===== src/rtl/pcs_scrambler_pkg.sv =====
`default_nettype none
// ============================================================================
// Module   : pcs_scrambler_pkg
// Purpose  : Shared constants for the 64b/66b-style self-synchronising
//            scrambler G(x) = 1 + x^39 + x^58.
//            Holds the tap positions, history width, reset seed, the legal
//            word widths and the bit-counter width.
// Ports    : none (package)
// Revision : 1.0 - initial release
// ============================================================================
package pcs_scrambler_pkg;

  localparam int TAP_A  = 39;
  localparam int TAP_B  = 58;
  localparam int HIST_W = 58;

  typedef logic [HIST_W-1:0] hist_t;

  localparam hist_t SEED = 58'h3FF_FFFF_FFFF_FFFF;

  // Legal DATA_WIDTH values
  localparam int WIDTH_32 = 32;
  localparam int WIDTH_64 = 64;

  // Bit counter only needs to reach HIST_W plus one word without wrapping
  localparam int CNT_W = 7;

  function automatic bit is_legal_width(input int w);
    return (w == WIDTH_32) || (w == WIDTH_64);
  endfunction

endpackage
`default_nettype wire


===== src/rtl/pcs_scrambler_core.sv =====
`default_nettype none
// ============================================================================
// Module   : pcs_scrambler_core
// Purpose  : Purely combinational scrambler/descrambler datapath. Maps the
//            58-bit history plus one input word to the output word and the
//            next history.
// Ports    : history      - last 58 scrambled-domain bits, bit 57 newest
//            word         - input word, bit 0 first on the line
//            bypass       - pass word through untouched
//            out_word     - processed word
//            next_history - history after this word is absorbed
// Revision : 1.0 - initial release
// ============================================================================
module pcs_scrambler_core
  import pcs_scrambler_pkg::*;
#(
  parameter int DATA_WIDTH = 64,
  parameter bit DESCRAMBLE = 1'b1
) (
  input  logic [HIST_W-1:0]     history,
  input  logic [DATA_WIDTH-1:0] word,
  input  logic                  bypass,
  output logic [DATA_WIDTH-1:0] out_word,
  output logic [HIST_W-1:0]     next_history
);

  localparam int EXT_W = HIST_W + DATA_WIDTH;

  // The stream is laid out as ext[k] = s[k - HIST_W]: the history occupies
  // the low bits and the new word's scrambled-domain bits are appended above.
  // Bit n of the word then sees s[n-39] at ext[n+19] and s[n-58] at ext[n].
  // Because n+19 < n+58, scramble mode only ever reads bits already produced
  // earlier in the same loop, so the unrolled chain is acyclic.
  always_comb begin : comb_core
    logic [EXT_W-1:0] ext;
    logic             sbit;
    ext          = '0;
    sbit         = 1'b0;
    out_word     = '0;
    ext[HIST_W-1:0] = history;
    for (int n = 0; n < DATA_WIDTH; n++) begin
      sbit = word[n] ^ ext[n + TAP_B - TAP_A] ^ ext[n];
      out_word[n] = bypass ? word[n] : sbit;
      // Line-side bit: the received word when descrambling, the produced
      // word when scrambling; in bypass both are the raw input.
      ext[n + HIST_W] = (DESCRAMBLE || bypass) ? word[n] : sbit;
    end
    next_history = ext[EXT_W-1 -: HIST_W];
  end

endmodule
`default_nettype wire


===== src/rtl/pcs_scrambler.sv =====
`default_nettype none
// ============================================================================
// Module   : pcs_scrambler
// Purpose  : Self-synchronising PCS scrambler/descrambler, G(x)=1+x^39+x^58.
//            Owns the history register, saturating bit counter, valid
//            pipeline and lock indication; datapath lives in the core.
// Ports    : i_clk       - PCS clock
//            i_reset     - synchronous active-high reset
//            i_init_done - transceiver ready; low holds the block in reset
//            i_valid     - qualifies i_data (low on gearbox pauses)
//            i_data      - input word, bit 0 first
//            i_bypass    - pass data through unscrambled
//            o_valid     - qualifies o_data
//            o_data      - processed word, bit 0 first
//            o_locked    - at least 58 valid bits absorbed
// Revision : 1.0 - initial release
// ============================================================================
module pcs_scrambler
  import pcs_scrambler_pkg::*;
#(
  parameter int DATA_WIDTH = 64,
  parameter bit DESCRAMBLE = 1'b1,
  parameter bit OUTPUT_REG = 1'b1
) (
  input  logic                  i_clk,
  input  logic                  i_reset,
  input  logic                  i_init_done,
  input  logic                  i_valid,
  input  logic [DATA_WIDTH-1:0] i_data,
  input  logic                  i_bypass,
  output logic                  o_valid,
  output logic [DATA_WIDTH-1:0] o_data,
  output logic                  o_locked
);

  localparam logic [CNT_W-1:0] WORD_BITS = CNT_W'(DATA_WIDTH);
  localparam logic [CNT_W-1:0] LOCK_BITS = CNT_W'(HIST_W);

  if (!is_legal_width(DATA_WIDTH)) begin : g_bad_width
    $error("pcs_scrambler: DATA_WIDTH must be 32 or 64");
  end

  hist_t                  history;
  hist_t                  next_history;
  logic [CNT_W-1:0]       bit_count;
  logic [DATA_WIDTH-1:0]  out_word;
  logic                   flush;
  logic                   accept;

  // Dropping init_done behaves exactly like reset.
  assign flush  = i_reset || !i_init_done;
  assign accept = i_valid && i_init_done;

  pcs_scrambler_core #(
    .DATA_WIDTH (DATA_WIDTH),
    .DESCRAMBLE (DESCRAMBLE)
  ) u_core (
    .history      (history),
    .word         (i_data),
    .bypass       (i_bypass),
    .out_word     (out_word),
    .next_history (next_history)
  );

  // History, lock counter and lock flag. flush has priority, so a word
  // presented together with reset is discarded.
  always_ff @(posedge i_clk) begin
    if (flush) begin
      history   <= SEED;
      bit_count <= '0;
      o_locked  <= 1'b0;
    end else begin
      if (accept) begin
        history <= next_history;
        // Stop counting once lock is reached: the counter saturates.
        if (bit_count < LOCK_BITS) begin
          bit_count <= bit_count + WORD_BITS;
        end
      end
      if (bit_count >= LOCK_BITS) begin
        o_locked <= 1'b1;
      end
    end
  end

  if (OUTPUT_REG) begin : g_out_reg
    always_ff @(posedge i_clk) begin
      if (flush) begin
        o_valid <= 1'b0;
        o_data  <= '0;
      end else begin
        o_valid <= accept;
        // Data holds its last value across pause cycles.
        if (accept) begin
          o_data <= out_word;
        end
      end
    end
  end else begin : g_out_comb
    assign o_valid = i_valid && i_init_done;
    assign o_data  = out_word;
  end

endmodule
`default_nettype wire


===== config.mk =====
export PLATFORM = sky130hd
export DESIGN_NAME = pcs_scrambler
export DESIGN_NICKNAME = d
export VERILOG_FILES = /design/src/rtl/pcs_scrambler_pkg.sv /design/src/rtl/pcs_scrambler_core.sv /design/src/rtl/pcs_scrambler.sv
export SDC_FILE = /design/constraint.sdc
export NUM_CORES = 1
export LEC_CHECK = 0
export ABC_CLOCK_PERIOD_IN_PS = 1360
export CAP_MARGIN = 40
export CORE_MARGIN = 1.5
export CORE_UTILIZATION = 50
export DETAILED_ROUTE_END_ITERATION = 8
export HOLD_SLACK_MARGIN = 0.15
export PLACE_DENSITY = 0.91
export SYNTH_ARGS = -nofsm -noshare
export SYNTH_HDL_FRONTEND = slang
export SYNTH_SLANG_ARGS = --single-unit

===== constraint.sdc =====
create_clock -name i_clk -period 1.36 [get_ports i_clk]
set_input_delay 0.204 -clock i_clk [delete_from_list [all_inputs] [get_ports i_clk]]
set_output_delay 0.204 -clock i_clk [all_outputs]
set_load 0.005 [all_outputs]

Word level (Yosys, flattened, before mapping)

Cells that the tools add are included.

Add/sub/neg operators: 1
Magnitude comparators: 2
Mux-type cells: 64
Bitwise operators: 128
Reduce and logical (&&, ||, !) cells: 4

Operator list:

| kind                                                        | number |
|---|---|
| bitwise XOR 1 bit                                           | 128 |
| 2-to-1 mux 1 bit                                            | 64 |
| adder 7 bit (second input constant)                         | 1 |
| >= comparator 7 x 6 -> 1 bit (second input constant)        | 1 |
| less-than comparator 7 x 6 -> 1 bit (second input constant) | 1 |
| AND reduction 2 bit                                         | 1 |
| logical AND 1 bit                                           | 1 |
| logical NOT 1 bit                                           | 1 |
| logical OR 1 bit                                            | 1 |

Register bits after elaboration: 131
Input port bits: 69
Output and inout port bits: 66
Word-level logic and storage cells: 204

Depth between registers and ports, before layout

Gate-level depths: netlist of the first run.

Depth in word-level cells: 3
Mapped depth: 5
Gate-level depth less buffers: 3

Cells and area by module

A second synthesis of the first run with hierarchy kept.

Cell total of the unflattened synthesis: 661
Area total of the unflattened synthesis: 6,513.7 um^2

By module, submodules not included:

| module             | times used | cells an instance | area each (um^2) | sequential area each (um^2) |
|---|---|---|---|---|
| pcs_scrambler      | 1          | 404               | 4,415.5          | 2,502.4 |
| pcs_scrambler_core | 1          | 257               | 2,098.3          | 0.0 |

Worst setup path after synthesis of the first run

OpenSTA, ideal clock, no wires.

Path type: input -> register
Start point: input port i_bypass
End point: register o_data[10]
Setup time: 74 ps
Arrival: 1,024 ps
Required time: 1,286 ps
Setup slack: 262 ps
Cell stages on the path: 5
Buffers on the path: 3
Cell sequence: buf_6 -> buf_6 -> buf_6 -> or3_1 -> a31oi_1

Word-level cells in the longest chain between the ends: 1

RTL lines:

| item                 | RTL line                 | source |
|---|---|---|
| start, declared      | pcs_scrambler.sv:30      | `input logic i_bypass,` |
| 2-to-1 mux 1 bit     | pcs_scrambler_core.sv:43 | `out_word[n] = bypass ? word[n] : sbit;` |
| end signal, assigned | pcs_scrambler.sv:95      | `o_data <= out_word;` |
| end, declared        | pcs_scrambler.sv:32      | `output logic [DATA_WIDTH-1:0] o_data,` |

Every way passes these cells.
A chain may end at the register's enable or synchronous reset.

Worst setup path after layout of the first run

Start point: register o_data[0]
End point: output port o_data[0]

No word-level cell between the ends.

==> out/metrics.cfg, run 1 <==
[worst_setup_path]
path_class=flip-flop to output port
r2r_end=o_data[50]
worst-r2r-setup-slack_ns=0.04
cpPeakStageDelay_ns=0.38
reg2reg_depth=3
arrival_ns=1.17
cp-startpoint=o_data[0]
slowest_stage=dfxtp_2
r2r_start=history[50]
worst_setup_path_start_kind=flip-flop
cp_data_required_time_ns=1.16
critPathBufInv=1
crit_chain=dlygate4sd2_1
cp_num_cells=1
critPathCaptureType=output port
worstPathMaxFanout=2
critPathTopFamily=flip-flops

[min_path]
worst_hold_path.num_cells=4
hp-start=i_bypass
holdPathEnd=o_data[29]
holdCritPathClass=input port to flip-flop

[placed_design]
hpwl_um=14050
port_buffers=134
dpl.cell_count=881
pre_cts_slack_ns=-0.2167
gp_congestion=0.9651

[clock_network]
cts.clk_slew.worst_paths_ns=0.06
clock_sinks=125
tritoncts=yes
numCtsBuffers=17
post-cts-setup-buffers=0
cts-root-buf=clkbuf_8
cts.htree.levels=4
worstSkewPairLatency_ns=0.54
cts_buffer_depth=2

[die]
die_h_um=108.6
die_w_um=108.6
core_area_mm2=0.01084
dieArea_mm2=0.01179
num_rows=38
ioPinCount=135
initial_core_util_pct=51.41

[outcome]
status=finished, violations left
violations=negative setup slack

[cells_and_area]
synthToLayoutAreaGrowth_pct=40.86
drive_above_1_share_pct=12.76
layout_common_cells=o21ai_0, dfxtp_1, clkdlybuf4s50_1
fill_cells=707
fin_util_pct=72.41
n_antenna_cell=0
layout.nets=832
final_common_cell=o21ai_0
stdcell_count=916

[yosys]
synthTopCellsByArea=dfxtp_1, o21ai_0, mux2i_1
syn_nets=683
synth_cell_types=14
synth_area_per_cell_um2=9.076
yosysTopAreaCell=dfxtp_1
postSynthCellCount=614
synth_seq_cells=125
yosysSeqAreaShare_pct=44.90
synth_top_area_share_pct=44.90
ys.warnings.count=0
syn-cell-area_mm2=0.005573

[timing]
slew_viol_final=0
max_freq_mhz=728.5
worstMarginPinSlew_ns=0.5274
fin_crit_sh_pct=100.9
final.min_clock_period_ns=1.373
finalSetupViolations=1
finalHoldViolations=0
rsz0062_at_grt=no
slew_headroom_pct=64.59
fin_ws_ns=-0.01275
clock_skew_ns=0.006302

[power]
combinationalPowerShare_pct=13.5
p_leak_nw=3.193
ir_worst_vdd_mv=0.7103
seq_power_share_pct=40.1
switching_power_mw=2.526
swShare_pct=25.61
powerDensity_mw_per_mm2=1256
clkPwrFrac_pct=46.4
p_int_mw=7.336

[drt]
avgViaCountPerCell=6.481
firstDrtPassIters=6
wire_per_inst_um=23.01
drt_iter0_drc=818
routed_wl_um=21080
vias=5937
drc=0
antenna_left=0

[global_routing]
grtUsageTotal_pct=36.81
grt_pass1_vias=5761
grt_pass1_wl_um=31800
grt_max_degree=44
gr-total-overflow=0
antenna_found_initial=0

[flow_run]
drv_cap=0

## worst reg2reg max path, cell delays in order (launching register included)
cell and delay [ns]:
dfxtp_1 0.47, xnor2_1 0.19, or3_1 0.37, a31oi_1 0.20
## cell families (layout without fill, tap and decap cells)
family / Yosys count / in the layout / share of synthesized area (%)
AOI/OAI and AO/OA: 194 / 194 / 18.95
DFF: 125 / 125 / 44.90
and+or+nand+nor: 124 / 124 / 11.32
xor gates and xnor gates: 64 / 64 / 10.06
muxes: 58 / 58 / 10.42
buffers and inverters: 49 / 211 / 4.356
## through the flow
step	setup TNS, ns	power (mW)	hold WS, ns	area (um^2)
6_report	-0.01275	9.861	0.3201	7850
3_5_place_dp	-12.59	5.312	0.4469	7278
5_1_grt	0	10.08	0.3329	7850
4_1_cts	0	9.773	0.3054	7841
2_1_floorplan	0	4.567	0.3321	5573
3_3_place_gp	-10.27	5.261	0.4380	7278
## flip-flops by register name, summed over array words and instances, names as in the netlist
signal     cells
o_data        64
history       58
bit_count      1
o_locked       1
o_valid        1
## how the worst max path moves through the flow
stage / endpoint
6_report: o_data[0]
4_1_cts: o_data[35]
3_5_place_dp: o_data[44]
3_3_place_gp: o_data[63]
2_1_floorplan: o_data[10]
5_1_grt: o_data[59]
## power by group through the flow
stage / registers (mW) / logic, mW / clock network [mW]
floorplan: 3.98 / 0.589 / 0
global placement: 4.01 / 1.25 / 0
detailed placement: 4.01 / 1.30 / 0
CTS: 3.94 / 1.29 / 4.55
global route: 3.96 / 1.40 / 4.72
finish: 3.95 / 1.33 / 4.58
## area by class of cell
type / count / area [um^2] / share of cell area [%]
multi-input cells: 440 / 2835 / 36.12
flip-flops and latches: 125 / 2531 / 32.24
repair buffers: 179 / 1718 / 21.88
clock buffers: 21 / 449.2 / 5.722
well taps: 140 / 175.2 / 2.231
clock inverters: 11 / 141.4 / 1.801
## routing by layer
metal | track usage (%) | part of all wire [%] | wire [um] | vias to the layer above
met5 | 0 | 0 | 0 | -
met4 | 23.87 | 7.4 | 1569 | 0
met3 | 9.885 | 12 | 2571 | 144
met2 | 58.13 | 44 | 9378 | 534
met1 | 44.02 | 36 | 7561 | 2743
li1 | - | - | - | 2516
## synthesized netlist by cell type (all sizes together)
library cell and instances:
a31oi 64, and2 1, buf 17, clkbuf 32, dfxtp 125, mux2i 58
nand2 58, nor2b 1, o21a 2, o21ai 128, or3 64, xnor2 64
## repair_timing
action	CTS	global route
hold buffers	3	0
setup endpoints to repair	66	10
cloned	0	0
endpoints found under the hold margin	12	0
gates resized for setup	86	12
Note: power is estimated with default switching activity, not from simulation.
==> run 2: changes to the inputs <==
SLEW_MARGIN = 15   (was default)
==> results of run 2 <==
Same layout as run 1: the final DEF is identical, and so are final timing and power.
